<file path="src/rtl/multicycle_datapath_pkg.sv">
// Shared constants for the multicycle datapath: instruction encodings,
// ALU control codes and the controller state type.
package multicycle_datapath_pkg;

  localparam logic [5:0] OP_RTYPE = 6'h00;
  localparam logic [5:0] OP_ADDI  = 6'h08;
  localparam logic [5:0] OP_LW    = 6'h23;
  localparam logic [5:0] OP_SW    = 6'h2B;
  localparam logic [5:0] OP_BEQ   = 6'h04;
  localparam logic [5:0] OP_BNE   = 6'h05;

  localparam logic [5:0] FN_ADD = 6'h20;
  localparam logic [5:0] FN_SUB = 6'h22;
  localparam logic [5:0] FN_AND = 6'h24;
  localparam logic [5:0] FN_OR  = 6'h25;
  localparam logic [5:0] FN_SLT = 6'h2A;

  typedef enum logic [3:0] {
    ALU_ADD = 4'd0,
    ALU_SUB = 4'd1,
    ALU_AND = 4'd2,
    ALU_OR  = 4'd3,
    ALU_SLT = 4'd4
  } alu_ctrl_e;

  typedef enum logic [2:0] {
    S_FETCH  = 3'd0,
    S_DECODE = 3'd1,
    S_EXEC   = 3'd2,
    S_MEM    = 3'd3,
    S_WB     = 3'd4
  } state_e;

endpackage

</file>
<file path="src/rtl/multicycle_datapath_alu.sv">
// mc_alu: DATA_W-bit two's-complement ALU with {N,Z,C,V} flags.
// Subtraction is a + ~b + 1, so C=1 means "no borrow".
// Logic ops and slt report C=0, V=0; slt uses N^V and never traps.
module mc_alu
  import multicycle_datapath_pkg::*;
#(
  parameter int DATA_W = 32
) (
  input  logic [DATA_W-1:0] a,
  input  logic [DATA_W-1:0] b,
  input  alu_ctrl_e         ctrl,
  output logic [DATA_W-1:0] result,
  output logic [3:0]        flags
);

  logic              sub_mode;
  logic [DATA_W-1:0] b_eff;
  logic [DATA_W:0]   sum;
  logic              ovf;
  logic              carry;
  logic              v_flag;

  // Shared adder used by add, sub and slt
  always_comb begin
    sub_mode = (ctrl == ALU_SUB) || (ctrl == ALU_SLT);
    b_eff    = sub_mode ? ~b : b;
    sum      = {1'b0, a} + {1'b0, b_eff} + {{DATA_W{1'b0}}, sub_mode};
    ovf      = (a[DATA_W-1] == b_eff[DATA_W-1]) && (sum[DATA_W-1] != a[DATA_W-1]);
  end

  // Result select and flag generation
  always_comb begin
    result = sum[DATA_W-1:0];
    carry  = sum[DATA_W];
    v_flag = ovf;
    case (ctrl)
      ALU_AND: begin
        result = a & b;
        carry  = 1'b0;
        v_flag = 1'b0;
      end
      ALU_OR: begin
        result = a | b;
        carry  = 1'b0;
        v_flag = 1'b0;
      end
      ALU_SLT: begin
        result = {{(DATA_W-1){1'b0}}, sum[DATA_W-1] ^ ovf};
        carry  = 1'b0;
        v_flag = 1'b0;
      end
      default: ;
    endcase
    flags = {result[DATA_W-1], (result == '0), carry, v_flag};
  end

endmodule

</file>
<file path="src/rtl/multicycle_datapath.sv">
// Multicycle MIPS-style datapath: register file, controller FSM and
// datapath registers; the ALU is the mc_alu sub-module.
//
// state    | meaning
// S_FETCH  | IR <= instruction at PC, PC <= PC+4
// S_DECODE | latch A, B, sign-extended imm and branch target
// S_EXEC   | ALU op; branch resolve; unsupported op sets illegal
// S_MEM    | hold rd/wr request until dmem_ready
// S_WB     | register file write-back
module multicycle_datapath
  import multicycle_datapath_pkg::*;
#(
  parameter int                DATA_W   = 32,
  parameter int                ADDR_W   = 32,
  parameter logic [ADDR_W-1:0] RESET_PC = '0
) (
  input  logic              clk,
  input  logic              reset,
  output logic [ADDR_W-1:0] imem_addr,
  input  logic [31:0]       imem_rdata,
  output logic [ADDR_W-1:0] dmem_addr,
  output logic [DATA_W-1:0] dmem_wdata,
  output logic              dmem_rd,
  output logic              dmem_wr,
  input  logic [DATA_W-1:0] dmem_rdata,
  input  logic              dmem_ready,
  output logic [DATA_W-1:0] Dout,
  output logic [3:0]        flags,
  output logic              illegal
);

  state_e            state;
  state_e            state_nxt;
  logic [ADDR_W-1:0] pc;
  logic [ADDR_W-1:0] target;
  logic [31:0]       ir;
  logic [DATA_W-1:0] regs [0:31];
  logic [DATA_W-1:0] a_q;
  logic [DATA_W-1:0] b_q;
  logic [DATA_W-1:0] imm_q;
  logic [DATA_W-1:0] mdr;
  logic [DATA_W-1:0] dout_q;
  logic [3:0]        flags_q;
  logic              illegal_q;

  logic [5:0]        opcode;
  logic [5:0]        funct;
  logic [4:0]        rs;
  logic [4:0]        rt;
  logic [4:0]        rd;
  logic              unused_shamt;
  logic [DATA_W-1:0] rf_rs;
  logic [DATA_W-1:0] rf_rt;

  alu_ctrl_e         alu_ctrl;
  logic              alu_b_imm;
  logic              exec_legal;
  logic              branch_taken;
  logic              reg_we;
  logic [4:0]        wb_idx;
  logic [DATA_W-1:0] wb_data;
  logic [DATA_W-1:0] alu_b;
  logic [DATA_W-1:0] alu_res;
  logic [3:0]        alu_flags;

  assign opcode       = ir[31:26];
  assign rs           = ir[25:21];
  assign rt           = ir[20:16];
  assign rd           = ir[15:11];
  assign funct        = ir[5:0];
  assign unused_shamt = ^ir[10:6];

  assign rf_rs = (rs == 5'd0) ? '0 : regs[rs];
  assign rf_rt = (rt == 5'd0) ? '0 : regs[rt];

  assign alu_b = alu_b_imm ? imm_q : b_q;

  mc_alu #(.DATA_W(DATA_W)) u_alu (
    .a      (a_q),
    .b      (alu_b),
    .ctrl   (alu_ctrl),
    .result (alu_res),
    .flags  (alu_flags)
  );

  // Branch decision is kept outside the FSM block so the ALU is not in a comb loop with it
  assign branch_taken = (state == S_EXEC) &&
                        (((opcode == OP_BEQ) &&  alu_flags[2]) ||
                         ((opcode == OP_BNE) && !alu_flags[2]));

  // Requests depend only on registered state, never on dmem_ready
  assign dmem_rd    = (state == S_MEM) && (opcode == OP_LW);
  assign dmem_wr    = (state == S_MEM) && (opcode == OP_SW);
  assign imem_addr  = pc;
  assign dmem_addr  = ADDR_W'(dout_q);
  assign dmem_wdata = b_q;
  assign Dout       = dout_q;
  assign flags      = flags_q;
  assign illegal    = illegal_q;

  // State register
  always_ff @(posedge clk) begin
    if (reset) state <= S_FETCH;
    else       state <= state_nxt;
  end

  // Next-state and control decode
  always_comb begin
    state_nxt  = state;
    alu_ctrl   = ALU_ADD;
    alu_b_imm  = 1'b0;
    exec_legal = 1'b0;
    reg_we     = 1'b0;
    wb_idx     = rt;
    wb_data    = dout_q;
    case (state)
      S_FETCH:  state_nxt = S_DECODE;
      S_DECODE: state_nxt = S_EXEC;
      S_EXEC: begin
        state_nxt = S_FETCH;
        case (opcode)
          OP_RTYPE: begin
            exec_legal = 1'b1;
            state_nxt  = S_WB;
            case (funct)
              FN_ADD:  alu_ctrl = ALU_ADD;
              FN_SUB:  alu_ctrl = ALU_SUB;
              FN_AND:  alu_ctrl = ALU_AND;
              FN_OR:   alu_ctrl = ALU_OR;
              FN_SLT:  alu_ctrl = ALU_SLT;
              default: begin
                exec_legal = 1'b0;
                state_nxt  = S_FETCH;
              end
            endcase
          end
          OP_ADDI: begin
            alu_b_imm  = 1'b1;
            exec_legal = 1'b1;
            state_nxt  = S_WB;
          end
          OP_LW, OP_SW: begin
            alu_b_imm  = 1'b1;
            exec_legal = 1'b1;
            state_nxt  = S_MEM;
          end
          OP_BEQ, OP_BNE: begin
            alu_ctrl   = ALU_SUB;
            exec_legal = 1'b1;
          end
          default: ;
        endcase
      end
      S_MEM: begin
        if (dmem_ready) state_nxt = (opcode == OP_LW) ? S_WB : S_FETCH;
      end
      S_WB: begin
        state_nxt = S_FETCH;
        reg_we    = 1'b1;
        if (opcode == OP_RTYPE) wb_idx = rd;
        if (opcode == OP_LW)    wb_data = mdr;
      end
      default: state_nxt = S_FETCH;
    endcase
  end

  // Datapath registers
  always_ff @(posedge clk) begin
    if (reset) begin
      pc        <= RESET_PC;
      ir        <= '0;
      target    <= '0;
      a_q       <= '0;
      b_q       <= '0;
      imm_q     <= '0;
      mdr       <= '0;
      dout_q    <= '0;
      flags_q   <= '0;
      illegal_q <= 1'b0;
    end else begin
      case (state)
        S_FETCH: begin
          ir <= imem_rdata;
          pc <= pc + ADDR_W'(4);
        end
        S_DECODE: begin
          a_q    <= rf_rs;
          b_q    <= rf_rt;
          imm_q  <= DATA_W'($signed(ir[15:0]));
          target <= pc + (ADDR_W'($signed(ir[15:0])) << 2);
        end
        S_EXEC: begin
          if (exec_legal) begin
            dout_q  <= alu_res;
            flags_q <= alu_flags;
            if (branch_taken) pc <= target;
          end else begin
            illegal_q <= 1'b1;
          end
        end
        S_MEM: begin
          if (dmem_ready && (opcode == OP_LW)) mdr <= dmem_rdata;
        end
        default: ;
      endcase
    end
  end

  // Register file; R0 is never written
  always_ff @(posedge clk) begin
    if (reset) begin
      for (int i = 0; i < 32; i++) regs[i] <= '0;
    end else if (reg_we && (wb_idx != 5'd0)) begin
      regs[wb_idx] <= wb_data;
    end
  end

endmodule

</file>
<file path="config.mk">
export PLATFORM = sky130hd
export DESIGN_NAME = multicycle_datapath
export DESIGN_NICKNAME = d
export VERILOG_FILES = /design/src/rtl/multicycle_datapath_pkg.sv /design/src/rtl/multicycle_datapath_alu.sv /design/src/rtl/multicycle_datapath.sv
export SDC_FILE = /design/constraint.sdc
export NUM_CORES = 2
export LEC_CHECK = 0
export CAP_MARGIN = 20
export CORE_MARGIN = 1.5
export CORE_UTILIZATION = 60
export DETAILED_ROUTE_END_ITERATION = 10
export GPL_ROUTABILITY_DRIVEN = 1
export PLACE_DENSITY = 0.74
export SLEW_MARGIN = 10
export SYNTH_ARGS = -nofsm -noshare
export SYNTH_HDL_FRONTEND = slang
export SYNTH_SLANG_ARGS = --single-unit
</file>
<file path="constraint.sdc">
create_clock -name clk -period 15 [get_ports clk]
set_input_delay 1.5 -clock clk [delete_from_list [all_inputs] [get_ports clk]]
set_output_delay 1.5 -clock clk [all_outputs]
set_load 0.02 [all_outputs]
</file>
==> flow_summary.ini <==
[drt]
post_drt_wl_per_cell_um = 32.3
viasPerCell = 7.05
wl_um = 219000
vias = 47800
firstDrtPassIters = 8
drt-initial-drc-count = 7297
drt.antenna.violating_nets = 0
drc_errors = 0

[synth]
synth_edf_count = 1024
seq_area_frac_synth_pct = 53.8
yosys.area.top_type_share_pct = 46.1
synthTopCellsByCount = nor2_1 (1255), edfxtp_1 (1024), mux4_2 (640), clkbuf_1 (395), nand2_1 (341)
synthDistinctLibCells = 86
synthTopCellsByArea = edfxtp_1 (46%), mux4_2 (22%), dfxtp_1 (7.7%)
netlist_area_um2 = 66700
yosysWarnings = 0
postSynthCellCount = 5205
yosysMostFrequentCell = nor2_1
synthArstFlopShare_pct = 0
ys_ff_latch = 1281
ys.flop_type = edfxtp_1
synth_top_area_cell = edfxtp_1
synth.avg_cell_area_um2 = 12.8

[pwr]
p_comb_share_pct = 14.2
clkPwrFrac_pct = 38.9
power_leakage_nw = 24.4
peakVddDrop_mv = 0.107
sw_frac_of_total_pct = 26.2
p_per_area_nw_per_um2 = 117
power_switching_mw = 2.29
p_seq_share_pct = 46.9
intPower_mw = 6.48

[placed_design]
dp_cells = 6533
io_buffers = 201
place_hpwl_um = 133000
gp_congestion = 0.918

[die]
fp.dieW_um = 336
core_area_um2 = 111000
chipHeight_um = 336
start_util_pct = 60.4
placementRows = 122
ioPinCount = 202
die_area_um2 = 113000

[worst_setup_path]
cp_slowest_stage_delay_ns = 0.80
path_buf_inv = 0
end_kind = flop
cp.arrival_ns = 8.70
cp.required_ns = 15.60
cp_cell_sequence = or3b_1, a211oi_1, a2bb2oi_2, o21ai_0, fa_1, a21o_1, a221oi_1, o21bai_1, a31oi_1, xnor2_1, a21oi_1, o311ai_0, nor4_1, nand4_1, or2_0, a21oi_2, o221a_2, a211oi_1
cp_top_family = compound AO/OA/AOI/OAI gates
path_common_cell = a211oi_1
cpMaxStageDelayCell = a211oi_1
cp_max_fo = 16
start_kind = flop
path_class = flop to flop

[timing]
rsz0062_at_grt = false
slew_headroom_pct = 21.8
finalSetupViolCount = 0
drv_slew = 0
fin_tns_setup_ns = 0
hold_viol_final = 0
finalCritPeriodShare_pct = 54.0
clock.fmax_mhz = 123
skew_ns = 0.0367
tightest_slew_ns = 1.17
finalCriticalPeriod_ns = 8.11

[worst_hold_path]
hp-class = flop to flop

[cts]
hold_buffers = 0
tritoncts = built
ctsResizeCount = 0
post-cts-setup-buffers = 0
numCtsBuffers = 136
htreeDepth = 4
clock_sinks = 1281
clkLatencyLatePin_ns = 0.77
clock_path_buffers = 3
clk_pin_slew_ns = 0.06
root_buffer = clkbuf_16

[grt]
track_usage_pct = 38.8
grt_antenna_before_repair = 8
gr-total-overflow = 0
grt_pass1_vias = 46600
grt_max_degree = 149
grt_first_pass_wirelength_um = 313000

[outcome]
status = completed

[cells_and_area]
stdcell_count = 6788
area_growth_pct = 12.5
n_fill_cell = 7791
drive_above_1_share_pct = 20.6
finalNetCount = 5328

[flow_run]
max_cap_violations = 0
## worst reg2reg max path: stages, from the launching register on
cell       delay [ns]
dfxtp_1          0.53
or3b_1           0.74
a211oi_1         0.80
a2bb2oi_2        0.33
o21ai_0          0.28
fa_1             0.50
a21o_1           0.23
a221oi_1         0.70
o21bai_1         0.38
a31oi_1          0.52
xnor2_1          0.11
a21oi_1          0.21
o311ai_0         0.16
nor4_1           0.52
nand4_1          0.38
or2_0            0.43
a21oi_2          0.74
o221a_2          0.34
a211oi_1         0.06
## flip-flops by register name (all words and copies together) (netlist names), named ones only
signal and count:
state 3, imem_addr 32, mdr 32, target 32
flags 3, imm_q 16, ir 32, dmem_wdata 32
Dout 32, a_q 32, regs 1024, illegal 1
## area by class of cell
| cell class | count | area, um2 | area share [%] |
|---|---|---|---|
| antenna | 1 | 2.50 | 0.00333 |
| clock buffer | 187 | 3870 | 5.15 |
| inverter | 46 | 173 | 0.230 |
| timing repair buffer | 334 | 3410 | 4.54 |
| sequential | 1281 | 35900 | 47.9 |
| multi-input combinational | 3398 | 29200 | 38.9 |
| tap | 1488 | 1860 | 2.48 |
| clock inverter | 53 | 582 | 0.775 |
## power by group through the flow
stage	Clock, mW	Sequential, mW	Combinational (mW)
2_1_floorplan	0	4.10	0.832
3_3_place_gp	0	4.17	1.19
3_5_place_dp	0	4.18	1.20
4_1_cts	3.42	4.11	1.21
5_1_grt	3.55	4.12	1.29
6_report	3.42	4.11	1.24
## cell usage in the layout (no fill, tap or decap), types with 103 or more instances in the layout
cell	netlist	layout
a21oi_1	291	291
buf_4	33	112
clkbuf_16	0	145
clkdlybuf4s50_1	0	200
dfxtp_1	257	247
edfxtp_1	1024	1024
mux2i_1	135	103
mux4_2	640	640
nand2_1	341	337
nor2_1	1255	1255
## logic make-up after synthesis
logic type      Yosys count  synth area share, %
compound gates          561                 5.11
buf+inv                 557                 3.39
simple gates           1871                 11.5
other cells               1              0.00562
fa+ha+maj                80                 1.46
flops                  1281                 53.8
mux                     780                 23.7
xor+xnor                 74                0.972
## path summary, 6_finish.rpt
kind | endpoint | cells past startpoint | slack, ns | start
hold / removal | imm_q[0] | 2 | 0.46 | imm_q[0]
hold reg to reg | imm_q[0] | 2 | 0.46 | imm_q[0]
setup reg to reg | imem_addr[19] | 18 | 6.89 | state[1]
setup / recovery | imem_addr[19] | 18 | 6.89 | state[1]
## through the flow
step / worst slack, ns / instance area [um2] / hold slack (ns) / utilization [%] / power [mW]
final: 6.89 / 75000 / 0.455 / 67.9 / 8.77
after global routing: 6.65 / 75000 / 0.473 / 67.9 / 8.97
after CTS: 7.03 / 74700 / 0.455 / 67.6 / 8.73
after detailed placement: 7.07 / 70200 / 0.448 / 63.5 / 5.38
after global placement: 7.21 / 70100 / 0.442 / 63.4 / 5.35
after floorplan: 9.25 / 66800 / 0.431 / - / 4.93
## metal layers
layer	track usage [%]	up-vias	wire, um
met5	0	-	95
met4	20.5	14	12800
met3	11.0	846	29800
met2	61.4	3740	103000
met1	48.9	23800	73100
li1	-	19400	-
No activity file was read; power rests on OpenSTA's default activity.
